## src/rtl/tc_pkg.sv

```systemverilog
// Shared TinyComp definitions: word width, input-arbiter state encoding and a clog2 helper.
package tc_pkg;

  localparam int TC_WORD_W = 32;

  typedef enum logic {
    TC_ARB_EMPTY = 1'b0,
    TC_ARB_FULL  = 1'b1
  } tc_arb_state_e;

  function automatic int tc_clog2(input int n);
    int r;
    r = 0;
    while ((1 << r) < n) r++;
    return (r < 1) ? 1 : r;
  endfunction

endpackage

```

## src/rtl/tc_input_arbiter_if.sv

```systemverilog
// Producer/core-side bundle of the TinyComp input arbiter.
// The slave modport is the arbiter; the master modport is the producers plus the core.
interface tc_input_arbiter_if
  import tc_pkg::*;
#(
  parameter int NREQ  = 4,
  parameter int SRC_W = tc_clog2(NREQ)
);
  logic [NREQ-1:0]           ReqValid;
  logic [NREQ*TC_WORD_W-1:0] ReqData;
  logic [NREQ-1:0]           ReqReady;
  logic [TC_WORD_W-1:0]      InData;
  logic                      InRdy;
  logic                      InStrobe;
  logic [SRC_W-1:0]          CurSrc;
  logic                      Underrun;

  modport master (
    output ReqValid, ReqData, InStrobe,
    input  ReqReady, InData, InRdy, CurSrc, Underrun
  );

  modport slave (
    input  ReqValid, ReqData, InStrobe,
    output ReqReady, InData, InRdy, CurSrc, Underrun
  );
endinterface

```

## src/rtl/tc_rr_picker.sv

```systemverilog
// Round-robin picker: first set req bit searching upward from ptr, wrapping modulo NREQ.
// Purely combinational (zero latency); no backpressure of its own.
module tc_rr_picker
  import tc_pkg::*;
#(
  parameter int NREQ  = 4,
  parameter int SRC_W = tc_clog2(NREQ)
) (
  input  logic [NREQ-1:0]  req,
  input  logic [SRC_W-1:0] ptr,
  output logic [NREQ-1:0]  gnt,
  output logic [SRC_W-1:0] id,
  output logic             any
);

  always_comb begin
    int               pos;
    logic [SRC_W-1:0] idx;
    gnt = '0;
    id  = '0;
    any = 1'b0;
    pos = 0;
    idx = '0;
    for (int k = 0; k < NREQ; k++) begin
      pos = int'(ptr) + k;
      if (pos >= NREQ) pos = pos - NREQ;
      idx = SRC_W'(pos);
      if (!any && req[idx]) begin
        any      = 1'b1;
        gnt[idx] = 1'b1;
        id       = idx;
      end
    end
  end

endmodule

```

## src/rtl/tc_input_arbiter.sv

```systemverilog
// Round-robin shares the TinyComp input port among NREQ producers through a one-entry buffer; word visible 1 cycle after grant.
// Accepts a word when empty or when the core strobes (refill without bubble); ReqReady is 0 while full and idle. Option: TC_IN_ARB_TAG_EN.
module tc_input_arbiter
  import tc_pkg::*;
#(
  parameter int NREQ  = 4,
  parameter int SRC_W = tc_clog2(NREQ)
) (
  input  logic               Ph0,
  input  logic               Reset_n,
  tc_input_arbiter_if.slave  bus
);

  tc_arb_state_e        state_q, state_d;
  logic [TC_WORD_W-1:0] hold_q, hold_d;
  logic [SRC_W-1:0]     ptr_q, ptr_d;
  logic [SRC_W-1:0]     cur_src_q, cur_src_d;
  logic                 underrun_q, underrun_d;

  logic [NREQ-1:0]      gnt;
  logic [SRC_W-1:0]     pick_id;
  logic                 pick_any;
  logic [TC_WORD_W-1:0] pick_data;
  logic                 acc;
  logic                 xfer;

  tc_rr_picker #(.NREQ(NREQ), .SRC_W(SRC_W)) u_picker (
    .req (bus.ReqValid),
    .ptr (ptr_q),
    .gnt (gnt),
    .id  (pick_id),
    .any (pick_any)
  );

  // A full buffer can take a new word only at the edge the core consumes the old one.
  assign acc  = (state_q == TC_ARB_EMPTY) || bus.InStrobe;
  assign xfer = acc && pick_any;

  assign bus.ReqReady = (acc && Reset_n) ? gnt : '0;

  always_comb begin
    pick_data = '0;
    for (int i = 0; i < NREQ; i++) begin
      if (pick_id == SRC_W'(i)) pick_data = bus.ReqData[i*TC_WORD_W +: TC_WORD_W];
    end
  end

  always_comb begin
    state_d    = state_q;
    hold_d     = hold_q;
    ptr_d      = ptr_q;
    cur_src_d  = cur_src_q;
    underrun_d = underrun_q || ((state_q == TC_ARB_EMPTY) && bus.InStrobe);
    if (xfer) begin
      state_d   = TC_ARB_FULL;
      hold_d    = pick_data;
      cur_src_d = pick_id;
      ptr_d     = (pick_id == SRC_W'(NREQ - 1)) ? '0 : pick_id + SRC_W'(1);
    end else if ((state_q == TC_ARB_FULL) && bus.InStrobe) begin
      state_d = TC_ARB_EMPTY;
      hold_d  = '0;
    end
  end

  always_ff @(posedge Ph0 or negedge Reset_n) begin
    if (!Reset_n) begin
      state_q    <= TC_ARB_EMPTY;
      hold_q     <= '0;
      ptr_q      <= '0;
      cur_src_q  <= '0;
      underrun_q <= 1'b0;
    end else begin
      state_q    <= state_d;
      hold_q     <= hold_d;
      ptr_q      <= ptr_d;
      cur_src_q  <= cur_src_d;
      underrun_q <= underrun_d;
    end
  end

  assign bus.InRdy    = (state_q == TC_ARB_FULL);
  assign bus.CurSrc   = cur_src_q;
  assign bus.Underrun = underrun_q;

`ifdef TC_IN_ARB_TAG_EN
  // Source id replaces the top payload bits so the core can tell producers apart.
  assign bus.InData = (state_q == TC_ARB_FULL) ? {cur_src_q, hold_q[TC_WORD_W-1-SRC_W:0]} : '0;
`else
  assign bus.InData = hold_q;
`endif

endmodule
```

## src/flat_wrapper.sv

```systemverilog
// flat-port wrapper written by rule: the top's interface ports become plain ports
module tc_input_arbiter_flat import tc_pkg::*;
#(
  parameter int NREQ  = 4,
  parameter int SRC_W = tc_clog2(NREQ)
)
  (Ph0, Reset_n, bus_ReqValid, bus_ReqData, bus_InStrobe, bus_ReqReady, bus_InData, bus_InRdy, bus_CurSrc, bus_Underrun);
  tc_input_arbiter_if #(.NREQ(NREQ), .SRC_W(SRC_W)) bus_i ();
  input  logic Ph0;
  input  logic Reset_n;
  input wire logic [$bits(bus_i.ReqValid)-1:0] bus_ReqValid;
  input wire logic [$bits(bus_i.ReqData)-1:0] bus_ReqData;
  input wire logic [$bits(bus_i.InStrobe)-1:0] bus_InStrobe;
  output wire logic [$bits(bus_i.ReqReady)-1:0] bus_ReqReady;
  output wire logic [$bits(bus_i.InData)-1:0] bus_InData;
  output wire logic [$bits(bus_i.InRdy)-1:0] bus_InRdy;
  output wire logic [$bits(bus_i.CurSrc)-1:0] bus_CurSrc;
  output wire logic [$bits(bus_i.Underrun)-1:0] bus_Underrun;
  assign bus_i.ReqValid = bus_ReqValid;
  assign bus_i.ReqData = bus_ReqData;
  assign bus_i.InStrobe = bus_InStrobe;
  assign bus_ReqReady = bus_i.ReqReady;
  assign bus_InData = bus_i.InData;
  assign bus_InRdy = bus_i.InRdy;
  assign bus_CurSrc = bus_i.CurSrc;
  assign bus_Underrun = bus_i.Underrun;
  tc_input_arbiter #(.NREQ(NREQ), .SRC_W(SRC_W)) u_core (.Ph0(Ph0), .Reset_n(Reset_n), .bus(bus_i));
endmodule
```

## config.mk

```make
export PLATFORM = sky130hd
export DESIGN_NAME = tc_input_arbiter_flat
export DESIGN_NICKNAME = d
export VERILOG_FILES = /design/src/rtl/tc_pkg.sv /design/src/rtl/tc_input_arbiter_if.sv /design/src/rtl/tc_rr_picker.sv /design/src/rtl/tc_input_arbiter.sv /design/src/flat_wrapper.sv
export SDC_FILE = /design/constraint.sdc
export NUM_CORES = 1
export LEC_CHECK = 0
export ABC_AREA = 1
export CAP_MARGIN = 30
export CORE_ASPECT_RATIO = 0.8
export CORE_MARGIN = 3
export CORE_UTILIZATION = 55
export CTS_CLUSTER_SIZE = 12
export DETAILED_ROUTE_END_ITERATION = 10
export DONT_BUFFER_PORTS = 1
export PLACE_DENSITY = 0.78
export SYNTH_ARGS = -nofsm -noshare
export SYNTH_HDL_FRONTEND = slang
export SYNTH_SLANG_ARGS = --single-unit
```

## constraint.sdc

```tcl
create_clock -name Ph0 -period 4.3 [get_ports Ph0]
set_clock_uncertainty 0.2 [all_clocks]
set_input_delay 0.86 -clock Ph0 [delete_from_list [all_inputs] [get_ports Ph0]]
set_output_delay 0.86 -clock Ph0 [all_outputs]
set_load 0.02 [all_outputs]
```

== After elaboration in Yosys (flattened, before gate mapping) ==
Cells that the tools add are included.

* Bits of input ports: 135
* Bits in registers: 38

* Reductions and logical operators: 18
* $add $sub $neg: 8
* Equal/unequal tests: 3
* Mux-type cells: 42
* Magnitude comparators: 12
* Bitwise operators: 4

{| class="wikitable"
|+ Operators with widths
! kind !! count
|-
| 32-bit 2-to-1 mux || 6
|-
| 4-bit 2-to-1 mux || 5
|-
| 2-bit 2-to-1 mux || 9
|-
| 1-bit 2-to-1 mux || 14
|-
| 2-bit by 3-bit < comparator with 1-bit output, second input constant || 4
|-
| 4-bit OR || 3
|-
| 1-bit logical AND || 11
|-
| 3-bit greater-or-equal comparator, second input constant || 3
|-
| 1-bit binary-select mux with 2-bit select || 4
|-
| 1-bit demux with 2-bit select || 4
|-
| 2-bit by 1-bit greater-or-equal comparator with 1-bit output, second input constant || 4
|-
| 2-bit by 1-bit subtractor with 2-bit output, second input constant || 4
|-
| 2-bit by 2-bit adder with 3-bit output, second input constant || 2
|-
| 2-bit == test, second input constant || 2
|-
| 2-bit by 1-bit adder with 3-bit output, second input constant || 1
|-
| 2-bit by 3-bit greater-or-equal comparator with 1-bit output, second input constant || 1
|-
| 1-bit logical NOT || 3
|-
| 2-bit by 1-bit adder with 2-bit output, second input constant || 1
|-
| 2-bit by 1-bit == test with 1-bit output, second input constant || 1
|-
| 2-bit logical NOT || 1
|-
| 1-bit logical OR || 2
|-
| 2-bit nonzero test || 1
|-
| 1-bit inverter || 1
|}

== Logic depth before layout (Yosys ltp) ==
* Depth after elaboration: 20
* Gate-level depth with buffers: 21

== Hierarchy ==
Synthesis repeated with hierarchy kept, for this count alone.

* Cells, all modules: 561
* Area, all modules: 3285.7 um^2

{| class="wikitable"
|+ By module, submodules not included
! module !! sequential area each (um^2) !! instances !! area an instance (um^2) !! cells an instance
|-
| tc_input_arbiter || 950.9 || 1 || 2845.2 || 487
|-
| tc_rr_picker || 0.0 || 1 || 440.4 || 74
|}

== Worst setup path before layout ==
No wires, ideal clock.

* Path type: register -> register
* From: register u_core.ptr_q[0]
* To: register u_core.hold_q[1], in the netlist u_core.bus.InData[1]
* Cell stages (with the launch flop): 20
* Setup slack: 1164 ps
* Buffers on the path: 3
* Arrival: 2871 ps
* Data required time: 4035 ps
* Period minus slack after synthesis: 3136 ps
* Cell sequence: dfrtp_1 buf_6 inv_8 ha_1 inv_1 nand3_1 nand2_2 inv_1 nor2_4 nand4_1 nand2_1 inv_1 ha_1 clkbuf_1 inv_1 clkbuf_1 nand3_1 a311oi_1 o21ai_0 nand2_1

* Cells in the longest elaborated chain, start to end: 20
* Elaborated cells between the ends (all ways): 48
* Those cells by class: 7 x add/sub; 4 x order compare; 3 x eq/ne; 25 x mux; 9 x reduce/logical

{| class="wikitable"
|+ Ends and longest elaborated chain
! item !! RTL line !! text
|-
| from (decl) || tc_input_arbiter.sv:16 || <nowiki>logic [SRC_W-1:0] ptr_q, ptr_d;</nowiki>
|-
| from (signal assigned) || tc_input_arbiter.sv:75 || <nowiki>ptr_q <= ptr_d;</nowiki>
|-
| branches (longest 13 deep; another with 2-bit by 1-bit adder with 3-bit output) || n/a ||
|-
| 2-bit 2-to-1 mux (*) || tc_rr_picker.sv:28 || <nowiki>if (!any && req[idx]) begin</nowiki>
|-
| named net u_core.pick_id[1] || tc_input_arbiter.sv:21 || <nowiki>logic [SRC_W-1:0] pick_id;</nowiki>
|-
| 2-bit logical NOT || tc_input_arbiter.sv:44 || <nowiki>if (pick_id == SRC_W'(i)) pick_data = bus.ReqData[i*TC_WORD_W +: TC_WORD_W];</nowiki>
|-
| 32-bit 2-to-1 mux (3 in a row) || tc_input_arbiter.sv:44 ||
|-
| 32-bit 2-to-1 mux (*) || tc_input_arbiter.sv:44 ||
|-
| 32-bit 2-to-1 mux (*) || tc_input_arbiter.sv:54 || <nowiki>if (xfer) begin</nowiki>
|-
| to (signal assigned) || tc_input_arbiter.sv:74 || <nowiki>hold_q <= hold_d;</nowiki>
|-
| to (decl) || tc_input_arbiter.sv:15 || <nowiki>logic [TC_WORD_W-1:0] hold_q, hold_d;</nowiki>
|}

Mark *: on every way through the listed nets, which the timed path passes. The select of a mux whose other input is x is not followed.
A chain may end at the register's enable or synchronous reset.

== Worst setup path after layout ==
* From: register u_core.ptr_q[0]
* To: register u_core.hold_q[0], in the netlist u_core.bus.InData[0]

* Cells in the longest elaborated chain, start to end: 20
* Elaborated cells between the ends (all ways): 48
* Those cells by class: 7 x add/sub; 4 x order compare; 3 x eq/ne; 25 x mux; 9 x reduce/logical

{| class="wikitable"
|+ Ends and longest elaborated chain
! item
|-
| branches (longest 20 deep; another with 2-bit by 1-bit adder with 3-bit output)
|}

Parallel ways; which one is timed is not known. The select of a mux whose other input is x is not followed.

==> key figures <==
STA
  • Number of slew-limit violations in the final report: 0
  • Transition time at the pin with the least slew margin: 534 ps
  • Crit path time final: 3760 ps
  • Final period util: 87.5%
  • Worst relative slew slack: 64.4%
  • Final Hold Vio Count: 0
  • Setup repair after global routing missed its margin: no
  • Final setup vio count: 0
  • F_max: 266 MHz
  • Setup tns final: 0 ps

Status
  • Status: finished, final reports clean

Critical path
  • End of the worst register-to-register path: u_core.bus.InData[0]$_DFFE_PN0P_
  • Start-to-end type of the worst setup path: reg -> reg
  • Reg-to-reg startpoint: u_core.ptr_q[0]$_DFFE_PN0P_
  • Endpoint kind of the worst setup timing path: register
  • Worst R2R Path Depth: 16
  • Worst setup path endpoint: u_core.bus.InData[0]$_DFFE_PN0P_
  • Highest net fanout along the worst path: 46
  • Worst path arrival time: 3790 ps
  • Startpoint types: register
  • R2r setup slk: 540 ps
  • Worst setup path startpoint: u_core.ptr_q[0]$_DFFE_PN0P_
  • Required time at the endpoint of the critical path: 4330 ps

Power and ir drop
  • Design Power: 4.06 mW
  • Clock power share: 6.4%
  • Sequential fraction of design power: 21.2%
  • Cell Pwr Density: 1220 nW/µm²
  • VDD IR max: 0.543 mV
  • Logic pwr share: 72.5%
  • Switching part of the total power: 58.2%
  • Internal power consumption: 1.70 mW
  • Net switching power: 2.37 mW
  • Leakage: 1.72 nW

Routing
  • Drt via density: 6.08
  • Drc violations: 0
  • Number of DRC markers in iteration 0: 250
  • Antenna Violating Nets Remaining: 0
  • DR WL/cell: 18.1 µm
  • Total detailed-routing wirelength: 9680 µm
  • Vias: 3249
  • Number of iterations in the first detailed-routing pass: 5

Global routing
  • All-layer global routing usage: 26.7%
  • First-pass GRT wire length: 14800 µm
  • Met2 Use GR: 43.4%
  • Maximum number of pins on one net before global-route repair: 47
  • Antenna violations before repair: 0
  • GR Util met3: 9.29%
  • Grt peak-use layer: met2
  • Number of global-route vias before repair: 2846
  • Met1 Track Usage GR: 36.0%
  • Grt ovf: 0

Synth
  • Leading area contributor after synthesis: sky130_fd_sc_hd__dfrtp_1
  • Most frequent cells after synthesis: sky130_fd_sc_hd__nand2_1 (139), sky130_fd_sc_hd__nand3_1 (67), sky130_fd_sc_hd__inv_1 (44)
  • Sequential area share after synthesis: 29.2%
  • Synthesized instance count: 476
  • Top flip-flop cell by instance count after synthesis: sky130_fd_sc_hd__dfrtp_1
  • Top-area cell type share of the netlist area: 29.2%
  • Cell types occupying the most area after synthesis: sky130_fd_sc_hd__dfrtp_1 (29%), sky130_fd_sc_hd__nand2_1 (16%), sky130_fd_sc_hd__nand3_1 (10%)
  • Total number of yosys warnings: 0
  • Post-synth cell types: 29
  • Cell with the most instances after synthesis: sky130_fd_sc_hd__nand2_1
  • Mean post-synth cell area: 6.85 µm²
  • Net count after synthesis: 622
  • Proportion of register bits with asynchronous set or reset after synthesis: 100%
  • Number of flops mapped to enable cells by yosys: 0
  • Number of synthesized register bits: 38
  • Mapped Area: 3260 µm²

Die
  • Core ar.: 5590 µm²
  • Die boundary height: 74.9 µm
  • Die footprint: 6890 µm²
  • Die Span X: 92.1 µm
  • I/O pins: 175
  • Row cnt: 24
  • Initial Util: 58.4%

Placed design
  • DP HPWL: 7150 µm
  • Weighted congestion reported at the end of routability-driven placement: 0.863
  • Count of input and output buffers: 0

Clock network
  • Clock sink total: 38
  • Post-CTS repair timing setup buffer count: 0
  • Later-pin clock latency in the skew report: 290 ps
  • CTS Root Buffer Type: sky130_fd_sc_hd__clkbuf_8
  • Number of buffers inserted during clock tree synthesis: 5
  • Max Root-Sink Buffers: 2
  • # hold bufs at CTS: 0
  • Post-CTS resize count: 0
  • Clock-pin transition on the worst setup and hold timing paths: 80 ps
  • Clock tree from TritonCTS: done
  • H-tree Lvls: 2

Layout
  • Share of the core filled with cells in the final layout: 59.5%
  • Final-layout fill cell count: 555
  • Antenna diode count: 0
  • Synthesis-to-finish area growth: 1.92%
  • Layout Nets: 601
  • Layout cell share with drive strength beyond 1: 9.21%

Min path
  • Type of the worst min-delay path: in -> async

Flow run
  • Number of max-capacitance violations reported: 0
==> metal layers <==
metal	share of wire, %	vias to the layer above
met5	0	-
met4	0.50	0
met3	12	4
met2	47	180
met1	41	1521
li1	-	1544
==> power by group through the flow <==
| stage | Combinational (mW) | Sequential, mW | Clock [mW] |
|---|---|---|---|
| 2_1_floorplan | 2.37 | 0.801 | 0 |
| 3_3_place_gp | 2.75 | 0.863 | 0 |
| 3_5_place_dp | 2.94 | 0.866 | 0 |
| 4_1_cts | 2.94 | 0.862 | 0.264 |
| 5_1_grt | 3.32 | 0.880 | 0.278 |
| 6_report | 2.94 | 0.861 | 0.259 |
==> worst min path at each step <==
stage               slack, ps    start                                 to
global placement          370  Reset_n  u_core.bus.InData[10]$_DFFE_PN0P_
global route               40  Reset_n   u_core.bus.InData[5]$_DFFE_PN0P_
finish                     60  Reset_n   u_core.bus.InData[2]$_DFFE_PN0P_
CTS                        50  Reset_n   u_core.bus.InData[5]$_DFFE_PN0P_
detailed placement        370  Reset_n  u_core.bus.InData[10]$_DFFE_PN0P_
floorplan                 360  Reset_n   u_core.bus.CurSrc[0]$_DFFE_PN0P_
==> critical path, cell delays in order, from the launching register on <==
cell	delay, ps
sky130_fd_sc_hd__dfrtp_1	680
sky130_fd_sc_hd__inv_8	90
sky130_fd_sc_hd__ha_1	370
sky130_fd_sc_hd__inv_1	100
sky130_fd_sc_hd__nand3_1	100
sky130_fd_sc_hd__nand2_2	110
sky130_fd_sc_hd__nor2_1	260
sky130_fd_sc_hd__nor2_1	70
sky130_fd_sc_hd__nand2_1	80
sky130_fd_sc_hd__nand2_1	120
sky130_fd_sc_hd__ha_1	340
sky130_fd_sc_hd__inv_1	370
sky130_fd_sc_hd__buf_12	270
sky130_fd_sc_hd__nor2_1	60
sky130_fd_sc_hd__a311oi_1	270
sky130_fd_sc_hd__o21ai_1	90
sky130_fd_sc_hd__nand2_1	80
==> sequential cells by signal, indices dropped and copies added, names as in the netlist <==
register             cells
u_core.bus.CurSrc        2
u_core.bus.InRdy         1
u_core.bus.Underrun      1
u_core.bus.InData       32
u_core.ptr_q             2
==> layout make-up <==
| type | count | area [µm²] | share of cell area, % |
|---|---|---|---|
| clock buffers | 7 | 86.3 | 2.60 |
| clock inverters | 1 | 5.00 | 0.151 |
| inverters | 47 | 189 | 5.69 |
| multi-input cells | 357 | 1900 | 57.3 |
| flip-flops and latches | 38 | 951 | 28.6 |
| well taps | 78 | 97.6 | 2.94 |
| repair buffers | 6 | 90.1 | 2.71 |
==> cell families after synthesis <==
logic type | Yosys count | share of synthesized area [%]
buffers and inverters | 81 | 12.5
DFF | 38 | 29.2
AOI/OAI and AO/OA | 80 | 15.9
adders and majority gates | 11 | 4.22
and+or+nand+nor | 266 | 38.2
==> layout by cell type, fill, tap and decap left out <==
master                      count
sky130_fd_sc_hd__o21ai_0       36
sky130_fd_sc_hd__buf_4          3
sky130_fd_sc_hd__inv_1         44
sky130_fd_sc_hd__a21oi_1        7
sky130_fd_sc_hd__clkbuf_8       6
sky130_fd_sc_hd__inv_8          1
sky130_fd_sc_hd__nand4_1        7
sky130_fd_sc_hd__a21boi_0       5
sky130_fd_sc_hd__ha_1          10
sky130_fd_sc_hd__nand2_1      139
sky130_fd_sc_hd__nand3_2       13
sky130_fd_sc_hd__inv_4          2
sky130_fd_sc_hd__nand3_1       67
sky130_fd_sc_hd__nor2_1        28
sky130_fd_sc_hd__nand2_2        7
sky130_fd_sc_hd__ha_2           1
sky130_fd_sc_hd__a311oi_1      26
sky130_fd_sc_hd__clkinv_2       1
sky130_fd_sc_hd__nor2_4         1
sky130_fd_sc_hd__o21bai_1       1
sky130_fd_sc_hd__buf_12         2
sky130_fd_sc_hd__o21ai_1        4
sky130_fd_sc_hd__nand4_4        1
sky130_fd_sc_hd__buf_16         1
sky130_fd_sc_hd__o2bb2ai_1      1
sky130_fd_sc_hd__nand2_4        3
sky130_fd_sc_hd__dfrtp_1       38
sky130_fd_sc_hd__clkbuf_1       1
==> through the flow <==
step | instance area (µm²) | setup slack (ps) | instances | hold slack (ps)
after floorplan | 3260 | 1160 | 476 | 364
after global placement | 3200 | 539 | 525 | 365
after detailed placement | 3230 | 543 | 526 | 365
after CTS | 3320 | 524 | 534 | 52.2
after global routing | 3320 | 148 | 534 | 42.2
final | 3320 | 536 | 534 | 58.7
(Power assumes the default switching activity.)
